==> src/rtl/seq_divider_pkg.sv <==
// Shared definitions for the sequential 6/3 restoring divider: state encoding,
// default widths and the iteration-counter sizing helper.
package seq_divider_pkg;

    localparam int DEF_N = 6;
    localparam int DEF_D = 3;

    typedef enum logic [1:0] {
        ST_IDLE = 2'd0,
        ST_RUN  = 2'd1,
        ST_ZERO = 2'd2,
        ST_DONE = 2'd3
    } state_e;

    // Counter must hold the value n itself, since it is loaded with n at accept.
    function automatic int iter_cnt_w(input int n);
        return $clog2(n + 1);
    endfunction

endpackage

==> src/rtl/div_step.sv <==
// One restoring-division iteration: shift in the next dividend bit, then
// subtract the divisor when it fits.
module div_step #(
    parameter int D = 3
) (
    input  logic [D-1:0] p_i,
    input  logic         bit_i,
    input  logic [D-1:0] divisor_i,
    output logic [D-1:0] p_o,
    output logic         q_o
);

    logic [D:0] shifted;
    logic [D:0] divisor_ext;

    assign shifted     = {p_i, bit_i};
    assign divisor_ext = {1'b0, divisor_i};
    assign q_o         = (shifted >= divisor_ext);
    // After the conditional subtract the partial remainder is below the divisor,
    // so it always fits back into D bits.
    assign p_o         = D'(q_o ? (shifted - divisor_ext) : shifted);

endmodule

==> src/rtl/seq_divider_6by3.sv <==
// Sequential unsigned restoring divider, one quotient bit per clock, with a
// start/busy/done handshake and registered results.
//
// state | meaning
// IDLE  | waiting for start, operands captured on the accepting edge
// RUN   | N restoring iterations, dividend MSB first
// ZERO  | divisor was zero, load the saturated result
// DONE  | done pulse for one cycle, results valid
module seq_divider_6by3
    import seq_divider_pkg::*;
#(
    parameter int N = DEF_N,
    parameter int D = DEF_D
) (
    input  logic         clk,
    input  logic         rst,
    input  logic         start,
    input  logic [N-1:0] dividend,
    input  logic [D-1:0] divisor,
    output logic         busy,
    output logic         done,
    output logic [N-1:0] quotient,
    output logic [D-1:0] remainder,
    output logic         div_by_zero
);

    localparam int CW = iter_cnt_w(N);

    state_e state_q, state_d;

    logic [CW-1:0] cnt_q, cnt_d;
    logic [N-1:0]  dvd_q, dvd_d;
    logic [D-1:0]  dsr_q, dsr_d;
    logic [D-1:0]  p_q, p_d;
    logic [N-1:0]  quotient_q, quotient_d;
    logic [D-1:0]  remainder_q, remainder_d;
    logic          dbz_q, dbz_d;

    logic [D-1:0]  step_p;
    logic          step_q;
    logic          last_iter;
    logic [N-1:0]  dvd_shift;

    div_step #(.D(D)) u_step (
        .p_i       (p_q),
        .bit_i     (dvd_q[N-1]),
        .divisor_i (dsr_q),
        .p_o       (step_p),
        .q_o       (step_q)
    );

    assign last_iter = (cnt_q == CW'(1));
    // Dividend bits leave at the top while quotient bits enter at the bottom.
    assign dvd_shift = {dvd_q[N-2:0], step_q};

    always_ff @(posedge clk or posedge rst) begin
        if (rst) begin
            state_q <= ST_IDLE;
        end else begin
            state_q <= state_d;
        end
    end

    always_comb begin
        state_d = state_q;
        case (state_q)
            ST_IDLE: begin
                if (start) begin
                    state_d = (divisor == '0) ? ST_ZERO : ST_RUN;
                end
            end
            ST_RUN:  state_d = last_iter ? ST_DONE : ST_RUN;
            ST_ZERO: state_d = ST_DONE;
            ST_DONE: state_d = ST_IDLE;
            default: state_d = ST_IDLE;
        endcase
    end

    always_comb begin
        busy = (state_q != ST_IDLE);
        done = (state_q == ST_DONE);
    end

    always_comb begin
        cnt_d       = cnt_q;
        dvd_d       = dvd_q;
        dsr_d       = dsr_q;
        p_d         = p_q;
        quotient_d  = quotient_q;
        remainder_d = remainder_q;
        dbz_d       = dbz_q;
        case (state_q)
            ST_IDLE: begin
                if (start) begin
                    dvd_d = dividend;
                    dsr_d = divisor;
                    p_d   = '0;
                    cnt_d = CW'(N);
                end
            end
            ST_RUN: begin
                dvd_d = dvd_shift;
                p_d   = step_p;
                cnt_d = cnt_q - CW'(1);
                if (last_iter) begin
                    quotient_d  = dvd_shift;
                    remainder_d = step_p;
                    dbz_d       = 1'b0;
                end
            end
            ST_ZERO: begin
                quotient_d  = '1;
                remainder_d = '0;
                dbz_d       = 1'b1;
            end
            default: ;
        endcase
    end

    always_ff @(posedge clk or posedge rst) begin
        if (rst) begin
            cnt_q       <= '0;
            dvd_q       <= '0;
            dsr_q       <= '0;
            p_q         <= '0;
            quotient_q  <= '0;
            remainder_q <= '0;
            dbz_q       <= 1'b0;
        end else begin
            cnt_q       <= cnt_d;
            dvd_q       <= dvd_d;
            dsr_q       <= dsr_d;
            p_q         <= p_d;
            quotient_q  <= quotient_d;
            remainder_q <= remainder_d;
            dbz_q       <= dbz_d;
        end
    end

    assign quotient    = quotient_q;
    assign remainder   = remainder_q;
    assign div_by_zero = dbz_q;

endmodule

==> config.mk <==
export PLATFORM = sky130hd
export DESIGN_NAME = seq_divider_6by3
export DESIGN_NICKNAME = d
export VERILOG_FILES = /design/src/rtl/seq_divider_pkg.sv /design/src/rtl/div_step.sv /design/src/rtl/seq_divider_6by3.sv
export SDC_FILE = /design/constraint.sdc
export NUM_CORES = 1
export LEC_CHECK = 0
export ABC_AREA = 1
export CAP_MARGIN = 25
export CORE_MARGIN = 2
export CORE_UTILIZATION = 52
export DETAILED_ROUTE_END_ITERATION = 12
export PLACE_DENSITY = 0.76
export SETUP_SLACK_MARGIN = 0.4
export SYNTH_ARGS = -nofsm -noshare
export SYNTH_HDL_FRONTEND = slang
export SYNTH_SLANG_ARGS = --single-unit
==> constraint.sdc <==
create_clock -name clk -period 1.8 [get_ports clk]
set_input_delay 0.45 -clock clk [delete_from_list [all_inputs] [get_ports clk]]
set_output_delay 0.45 -clock clk [all_outputs]
set_load 0.01 [all_outputs]
# ---- After elaboration in Yosys (flattened, before gate mapping)
# Index checks and enable logic that the tools add are counted.
dict set report word_totals {
  out_inout_bits 12
  input_bits 12
  latchBits 0
  mem_count 0
  ff_bits 27
  mem_bits_ro 0
  mem_bits_rw 0
  elab_cells 42
}
dict set report op_classes {
  n_div 0
  muxes 17
  order_cmp 1
  eq_ne 6
  multipliers 0
  n_reduce_logical 8
  shift 0
  n_bitwise 0
  add_sub_neg 2
}
# cell n
set ops {}
lappend ops {{6-bit case mux with 2 select lines} 2}
lappend ops {{3-bit case mux with 2 select lines} 3}
lappend ops {{3-bit 2-to-1 mux} 4}
lappend ops {{6-bit 2-to-1 mux} 2}
lappend ops {{2-bit case mux with 4 select lines} 1}
lappend ops {{2-bit 2-to-1 mux} 3}
lappend ops {{2-bit AND reduction} 3}
lappend ops {{2-bit nonzero test} 3}
lappend ops {{2-bit == test, second input constant} 2}
lappend ops {{4-bit by 3-bit greater-or-equal comparator with 1-bit output} 1}
lappend ops {{2-bit != test, second input constant} 2}
lappend ops {{3-bit by 1-bit == test with 1-bit output, second input constant} 1}
lappend ops {{3-bit zero test} 1}
lappend ops {{3-bit by 1-bit subtractor with 3-bit output, second input constant} 1}
lappend ops {{3-bit subtractor} 1}
lappend ops {{2-bit by 1-bit == test with 1-bit output, second input constant} 1}
lappend ops {{2-bit zero test} 1}
lappend ops {{1-bit case mux with 2 select lines} 1}
lappend ops {{1-bit 2-to-1 mux} 1}

# ---- Longest topological paths before layout
# Gate-level depths: netlist (run 1).
dict set report depth {
  depth_word 4
  ltp_mapped 9
  depth_no_buf 9
}

# ---- Cells and area by module
# From an unflattened synthesis (run 1), not the netlist that was laid out.
dict set report hier_totals {
  cells_unflattened 199
  hier_area_um2 1562.7
}
# module area_per_inst_um2 seq_area_each_um2 cells_each instances
set by_module_without_submodules {}
lappend by_module_without_submodules {seq_divider_6by3 1398.8 675.6 174 1}
lappend by_module_without_submodules {div_step 163.9 0.0 25 1}

# ---- Worst setup path after synthesis (run 1)
# Ideal clock, no wire load.
dict set report synth_path {
  path_kind {register -> register}
  startpoint {register dsr_q[0]}
  endpoint {register p_q[0]}
  t_required_ns 1.682
  path_buffers 0
  synth_period_minus_slack_ns 1.518
  arrival_time_ns 1.400
  setup_ns 0.118
  path_slack_ns 0.282
  path_stages_with_launch 9
  path_cell_list {dfrtp_1 ha_1 fa_1 nor2_1 nor2_1 nand2_1 nand2_1 nand3_1 nand2_1}
}
dict set report synth_between {
  elab_chain_len 3
  elab_cells_between_ends 4
  cone_classes {1 x add/sub; 1 x order compare; 2 x mux}
}
# element line_no
set synth_lines {}
lappend synth_lines {{start: declaration} seq_divider_6by3.sv:33} ;# logic [D-1:0] dsr_q, dsr_d;
lappend synth_lines {{start signal: assignment} seq_divider_6by3.sv:132} ;# dsr_q <= dsr_d;
lappend synth_lines {{4-bit by 3-bit greater-or-equal comparator with 1-bit output or 3-bit subtractor (tied branches)} {div_step.sv:18, div_step.sv:21}}
lappend synth_lines {{3-bit 2-to-1 mux *} div_step.sv:21} ;# assign p_o = D'(q_o ? (shifted - divisor_ext) : shifted);
lappend synth_lines {{3-bit case mux with 2 select lines *} seq_divider_6by3.sv:92} ;# case (state_q)
lappend synth_lines {{end signal: assignment} seq_divider_6by3.sv:133} ;# p_q <= p_d;
lappend synth_lines {{end: declaration} seq_divider_6by3.sv:34} ;# logic [D-1:0] p_q, p_d;
# Mark *: on every way between the ends. The rest lies on a longest branch, timed or not.
# A chain may end at the register's enable or synchronous reset.

# ---- Final worst setup path (run 1)
dict set report layout_path {
  startpoint {register p_q[1]}
  endpoint {register p_q[0]}
}
dict set report layout_between {
  elab_chain_len 3
}
# element line_no
set layout_lines {}
lappend layout_lines {{4-bit by 3-bit greater-or-equal comparator with 1-bit output} div_step.sv:18} ;# assign q_o = (shifted >= divisor_ext);
lappend layout_lines {{3-bit 2-to-1 mux} div_step.sv:21}
lappend layout_lines {{3-bit case mux with 2 select lines} seq_divider_6by3.sv:92}
# Every way passes these cells.

==> out/qor.tcl, run 1 <==
set qor(comb_power_share) 0.690
set qor(hold_slack_ns) 0.4671
set qor(p_int_mw) 2.396
set qor(port_buffers) 23
set qor(1st_iter_drt_viols) 44
set qor(post_synthesis_instance_area_um2) 1406
set qor(yosys_register_bits) 27
set qor(floorplan_core_area_um2) 2522
set qor(post_drt_wl_per_cell_um) 15.23
set qor(clock.fmax_mhz) 604.3
set qor(switching_power_mw) 2.097
set qor(final_core_utilization) 0.8080
set qor(final_hold_viol_count) 0
set qor(drv_cap) 0
set qor(crit_required_ns) 2.03
set qor(layout_cells_sized_above_1) 0.3670
set qor(dieHeight_um) 56.01
set qor(ios) 24
set qor(finalNetCount) 241
set qor(cts.hold.buffers_added) 0
set qor(critical_path.endpoint_type) {register}
set qor(timing.setup.critical_path_class) {register to register}
set qor(number_of_cts_inserted_buffers) 3
set qor(place_inst) 222
set qor(finalSetupViolations) 0
set qor(irDropWorstVdd_v) 0.001651
set qor(avgViaCountPerCell) 5.375
set qor(detail_route.drc_violations) 0
set qor(postSynth.topFlopCell) {sky130_fd_sc_hd__dfrtp_1}
set qor(power.density_nw_per_um2) 2204
set qor(drtPass1Iterations) 4
set qor(syn-num-nets) 190
set qor(cts_buffer_depth) 2
set qor(vias) 1333
set qor(finClkSkew_ns) 0.007552
set qor(grt_total_ovfl) 0
set qor(final_cell_count_no_fill) 248
set qor(cts_max_level) 1
set qor(post-route-min-period_ns) 1.655
set qor(gr-usage-all-layers) 0.2173
set qor(hpwlAfterDp_mm) 2.159
set qor(clock_tree_from_tritoncts) {done}
set qor(ys_types) 21
set qor(worst_setup_path_start_kind) {register}
set qor(cts-root-buf) {sky130_fd_sc_hd__clkbuf_4}
set qor(first_global_vias) 1283
set qor(tritoncts_num_sinks) 27
set qor(outcome) {finished clean}
set qor(gp_congestion) 0.8161
set qor(clk_transition_reported_paths_ns) 0.14
set qor(setup_tns_ns) 0
set qor(slew_viol_final) 0
set qor(syn_to_final_growth_pct) 44.93
set qor(switching_share) 0.4667
set qor(postRouteAntennaNets) 0
set qor(die-width_um) 56.01
set qor(synth_edf_count) 0
set qor(static-leakage-power_nw) 1.060
set qor(synth-seq-area-share) 0.4804
set qor(worstPathMaxFanout) 5
set qor(fin_total_pwr_mw) 4.493
set qor(timing.max_slew.rel_slack) 0.7661
set qor(ys_warn_count) 0
set qor(syn_area_per_cell_um2) 8.371
set qor(grt_first_pass_wirelength_mm) 5.533
set qor(clock_power_share) 0.059
set qor(synthesis.instances) 168
set qor(fp.dieArea_um2) 3137
set qor(wl_mm) 3.778
set qor(insertedDiodeCount) 0
set qor(final.period_utilization) 0.9194
set qor(worst_slew_pin_slew_ns) 0.3508
set qor(clk_latency_ns) 0.33
set qor(grt_setup_unrepaired) {true}
set qor(grt_max_degree) 28
set qor(row_count) 18
set qor(p_seq_frac) 0.252
set qor(min_path_type) {input pin to asynchronous set/reset pin}
set qor(grt_antenna_before_repair) 0
set qor(fraction_of_synthesis_flops_using_an_asynchronous_set_or_reset_pin) 1.000
set qor(initial_utilization) 0.5575
set qor(crit_arrival_ns) 1.88
==> what timing repair did <==
| action | 4_1_cts | 5_1_grt |
|---|---|---|
| gates cloned | 0 | 1 |
| setup buffers | 11 | 10 |
| endpoints found under the setup margin | 35 | 27 |
| pin swaps | 4 | 9 |
| gates resized for setup | 76 | 29 |
==> synthesized netlist by cell type (all sizes together) (2+ instances only) <==
cell	n	share of area
nand2	57	0.15
dfrtp	27	0.48
inv	22	0.060
nand3	16	0.057
o21ai	12	0.045
nor2	11	0.029
ha	9	0.080
a31oi	4	0.027
buf	2	0.016
xor2	2	0.012
==> power by group through the flow <==
| stage | Combinational (mW) | Clock, mW | Sequential, mW |
|---|---|---|---|
| 6_report | 3.10 | 0.263 | 1.13 |
| 4_1_cts | 2.36 | 0.265 | 1.11 |
| 3_5_place_dp | 1.94 | 0 | 1.13 |
| 2_1_floorplan | 1.33 | 0 | 1.14 |
| 3_3_place_gp | 1.85 | 0 | 1.11 |
| 5_1_grt | 3.35 | 0.289 | 1.16 |
==> layer usage <==
metal  global-route usage  vias to the layer above  wire (um)
li1                     -                      631          -
met1               0.2660                      613       1466
met2               0.3765                       71       1844
met3              0.03953                       18        291
met4              0.08503                        0        176
met5                    0                        -          0
==> cells by family (layout without fill, tap and decap cells) <==
| logic type | after synthesis | in the layout | share of synthesized area |
|---|---|---|---|
| simple gates | 86 | 86 | 0.2491 |
| flops | 27 | 27 | 0.4804 |
| buf+inv | 25 | 75 | 0.07918 |
| compound gates | 18 | 18 | 0.08452 |
| fa+ha+maj | 10 | 10 | 0.09431 |
| xor+xnor | 2 | 2 | 0.01246 |
==> cells in the final DEF (no fill, tap or decap), types with 5 or more instances in the layout <==
cell type | netlist | layout
sky130_fd_sc_hd__buf_6 | 2 | 8
sky130_fd_sc_hd__inv_1 | 20 | 15
sky130_fd_sc_hd__nand3_2 | 0 | 9
sky130_fd_sc_hd__nand2_1 | 56 | 49
sky130_fd_sc_hd__nor2_1 | 11 | 8
sky130_fd_sc_hd__dfrtp_1 | 27 | 27
sky130_fd_sc_hd__ha_1 | 9 | 5
sky130_fd_sc_hd__nand2_4 | 0 | 5
sky130_fd_sc_hd__buf_2 | 0 | 10
sky130_fd_sc_hd__o21ai_0 | 11 | 7
sky130_fd_sc_hd__nand3_1 | 16 | 6
sky130_fd_sc_hd__clkdlybuf4s50_1 | 0 | 11
sky130_fd_sc_hd__buf_4 | 0 | 20
==> final timing paths <==
kind                            slack (ns)   startpoint  cells past startpoint           end
worst max-delay path                  0.15       p_q[1]                      8        p_q[0]
worst min-delay path                  0.47          rst                      3  remainder[0]
worst max register to register        0.15       p_q[1]                      8        p_q[0]
worst min register to register        0.49  quotient[1]                      2   quotient[1]
max in group asynchronous             1.08          rst                      3   quotient[0]
min in group clk                      0.49  quotient[1]                      2   quotient[1]
==> final cells by class <==
type                       instances  area [um^2]
clock buffer                       3        22.52
multi-input combinational        116        802.0
sequential                        27        675.6
clock inverter                     1        5.005
inverter                          22        95.09
timing repair buffer              49        400.4
fill                             153        484.2
tap                               30        37.54
==> registers in the layout, summed over array words and instances (netlist names) <==
signal / flops
dvd_q: 6
quotient: 6
cnt_q: 3
dsr_q: 3
p_q: 3
remainder: 3
state_q: 2
div_by_zero: 1
==> per-stage QoR <==
step                      cell area (um^2)  worst slack [ns]
after floorplan                       1416            0.3459
after global placement                1688            0.1091
after detailed placement              1688           0.07286
after CTS                             1876            0.2020
after global routing                  2038           0.09692
final                                 2038            0.1451
==> worst max-delay path: stages, from the launching register on <==
cell and delay, ns:
sky130_fd_sc_hd__dfrtp_1 0.43, sky130_fd_sc_hd__ha_1 0.34, sky130_fd_sc_hd__inv_1 0.10, sky130_fd_sc_hd__nor2_1 0.18
sky130_fd_sc_hd__nand2_2 0.16, sky130_fd_sc_hd__nand2_4 0.16, sky130_fd_sc_hd__nand2_4 0.07, sky130_fd_sc_hd__nand3_2 0.06
sky130_fd_sc_hd__nand2_1 0.06
(Power assumes the default switching activity.)
==> run 2, diff against run 1 <==
SKIP_CTS_REPAIR_TIMING = 1   (was not set)
==> run 2 against run 1 <==
Against the previous run: register-to-register slack barely moved; combinational power decreased by 3%; first-iteration DRC count increased by 27%; non-clock buffer count decreased by 3; sequential share of layout area down 0.64 points; core utilization is 1.6 points higher; largest cell class unchanged.
==> out/qor.tcl, run 2 (same netlist as run 1, synthesis figures left out) <==
set qor(critical_path.reg2reg.startpoint) {state_q[1]}
set qor(irDropWorstVdd_v) 0.001421 ;# -14%
set qor(cts_max_level) 1 ;# unchanged
set qor(cts_buffer_depth) 2 ;# unchanged
set qor(critical_path.endpoint_type) {output pin}
set qor(worst_slew_pin_slew_ns) 0.3461 ;# -0.004748 ns
set qor(gp_congestion) 0.8161 ;# unchanged
set qor(clk_latency_ns) 0.33 ;# about the same
set qor(clock.fmax_mhz) 597.7 ;# -1.1%
set qor(final_cell_count_no_fill) 245 ;# -1.2%
set qor(detail_route.drc_violations) 0 ;# unchanged
set qor(crit_arrival_ns) 1.22 ;# -0.66 ns
set qor(drtPass1Iterations) 4 ;# unchanged
set qor(static-leakage-power_nw) 1.146 ;# +8.0%
set qor(switching_power_mw) 2.016 ;# -3.9%
set qor(row_count) 18 ;# unchanged
set qor(clock_power_share) 0.061 ;# +0.002
set qor(regToRegEndpoint) {dvd_q[3]}
set qor(clk_transition_reported_paths_ns) 0.15 ;# about the same
set qor(1st_iter_drt_viols) 56 ;# +27%
set qor(grt_antenna_before_repair) 0 ;# unchanged
set qor(p_seq_frac) 0.259 ;# +0.007
set qor(filler_cell_count) 147 ;# -3.9%
set qor(worst_setup_path_start_kind) {register}
set qor(number_of_cts_inserted_buffers) 3 ;# unchanged
set qor(die-width_um) 56.01 ;# unchanged
set qor(fp.dieArea_um2) 3137 ;# unchanged
set qor(post_drt_wl_per_cell_um) 14.51 ;# -4.8%
set qor(timing.setup.critical_path_class) {register to output pin}
set qor(layout_cells_sized_above_1) 0.3209 ;# -0.04604
set qor(grt_max_degree) 28 ;# unchanged
set qor(dieHeight_um) 56.01 ;# unchanged
set qor(grt_total_ovfl) 0 ;# unchanged
set qor(hpwlAfterDp_mm) 2.159 ;# unchanged
set qor(power.density_nw_per_um2) 2123 ;# -3.7%
set qor(wl_mm) 3.555 ;# -5.9%
set qor(timing.max_slew.rel_slack) 0.7693 ;# +0.003165
set qor(layout_common_cells) {sky130_fd_sc_hd__nand2_1, sky130_fd_sc_hd__dfrtp_1, sky130_fd_sc_hd__buf_4, sky130_fd_sc_hd__inv_1, sky130_fd_sc_hd__clkdlybuf4s50_1}
set qor(drv_cap) 0 ;# unchanged
set qor(floorplan_core_area_um2) 2522 ;# unchanged
set qor(post_place_setup_slack_ns) 0.07286 ;# unchanged
set qor(worstRegToRegCells) 8 ;# unchanged
set qor(final.period_utilization) 0.9295 ;# +0.01016
set qor(finalSetupViolations) 0 ;# unchanged
set qor(postRouteAntennaNets) 0 ;# unchanged
set qor(gr-usage-all-layers) 0.1953 ;# -0.02197
set qor(clock_tree_from_tritoncts) {done}
set qor(cts-root-buf) {sky130_fd_sc_hd__clkbuf_4}
set qor(comb_power_share) 0.680 ;# -0.010
set qor(vias) 1299 ;# -2.6%
set qor(insertedDiodeCount) 0 ;# unchanged
set qor(min_path_type) {input pin to asynchronous set/reset pin}
set qor(finClkSkew_ns) 0.01065 ;# +0.003100 ns
set qor(crit_required_ns) 1.35 ;# -0.68 ns
set qor(worst_reg_to_reg_setup_slack_ns) 0.16 ;# about the same
set qor(outcome) {finished clean}
set qor(tritoncts_num_sinks) 27 ;# unchanged
set qor(initial_utilization) 0.5575 ;# unchanged
set qor(syn_to_final_growth_pct) 47.78
set qor(layout_setup_ws_ns) 0.1268 ;# -0.01829 ns
set qor(port_buffers) 23 ;# unchanged
set qor(p_int_mw) 2.397 ;# about the same
set qor(worstPathMaxFanout) 4 ;# -1
set qor(switching_share) 0.4568 ;# -0.009871
set qor(post-route-min-period_ns) 1.673 ;# +0.01829 ns
set qor(grt_first_pass_wirelength_mm) 4.968 ;# -10%
set qor(final_hold_viol_count) 0 ;# unchanged
set qor(ios) 24 ;# unchanged
set qor(first_global_vias) 1212 ;# -5.5%
set qor(avgViaCountPerCell) 5.302 ;# -1.4%
set qor(place_inst) 222 ;# unchanged
set qor(mostFrequentLayoutCell) {sky130_fd_sc_hd__nand2_1}
set qor(finalNetCount) 238 ;# -1.2%
set qor(slew_viol_final) 0 ;# unchanged
set qor(grt_setup_unrepaired) {true}
==> run 2: power by group through the flow <==
stage	clock (mW)	combinational, mW	sequential, mW
floorplan	0	1.33	1.14
global placement	0	1.85	1.11
detailed placement	0	1.94	1.13
CTS	0.265	1.95	1.12
global route	0.296	3.28	1.17
finish	0.270	3.00	1.14
==> run 2: metrics by stage <==
stage          TNS, ns  power [mW]  cell area, um^2  utilization  hold WS, ns
3_3_place_gp         0       2.960             1688       0.6691       0.4537
4_1_cts        -0.4256       3.333             1715       0.6801       0.4703
3_5_place_dp         0       3.072             1688       0.6691       0.4658
5_1_grt              0       4.747             2078       0.8239       0.4858
6_report             0       4.413             2078       0.8239       0.4566
2_1_floorplan        0       2.466             1416            -       0.4530
==> run 2: worst max-delay path: stages (launching register included) <==
cell                       delay, ns
sky130_fd_sc_hd__dfrtp_1        0.45
sky130_fd_sc_hd__inv_2          0.08
sky130_fd_sc_hd__ha_4           0.17
sky130_fd_sc_hd__inv_2          0.06
sky130_fd_sc_hd__clkbuf_2       0.12
==> run 2: worst max-delay path by stage <==
stage          cells after the start      to  slack [ns]       start
6_report                           4    busy        0.13  state_q[1]
5_1_grt                            4    busy        0.08  state_q[1]
4_1_cts                            4    busy       -0.32  state_q[0]
3_5_place_dp                       4    busy        0.07  state_q[0]
3_3_place_gp                       4    busy        0.11  state_q[0]
2_1_floorplan                      8  p_q[0]        0.35    dsr_q[0]
==> run 2: per-layer routing <==
| metal | vias up | global-route usage | share of wire |
|---|---|---|---|
| met3 | 12 | 0.03256 | 0.065 |
| met5 | - | 0 | 0 |
| met4 | 0 | 0.08503 | 0.024 |
| met2 | 55 | 0.3395 | 0.49 |
| li1 | 626 | - | - |
| met1 | 606 | 0.2363 | 0.42 |
==> run 2: cell type report <==
cell class | instances | area (um^2) | area share
tap | 30 | 37.54 | 0.01806
timing repair buffer | 46 | 444.2 | 0.2137
clock inverter | 1 | 5.005 | 0.002408
multi-input combinational | 116 | 798.3 | 0.3841
inverter | 22 | 95.09 | 0.04576
sequential | 27 | 675.6 | 0.3251
clock buffer | 3 | 22.52 | 0.01084
==> run 3, diff against run 2 <==
ABC_CLOCK_PERIOD_IN_PS = 1800   (was not set)
==> results of run 3 <==
Final layout, timing and power as in run 2 (identical DEF).
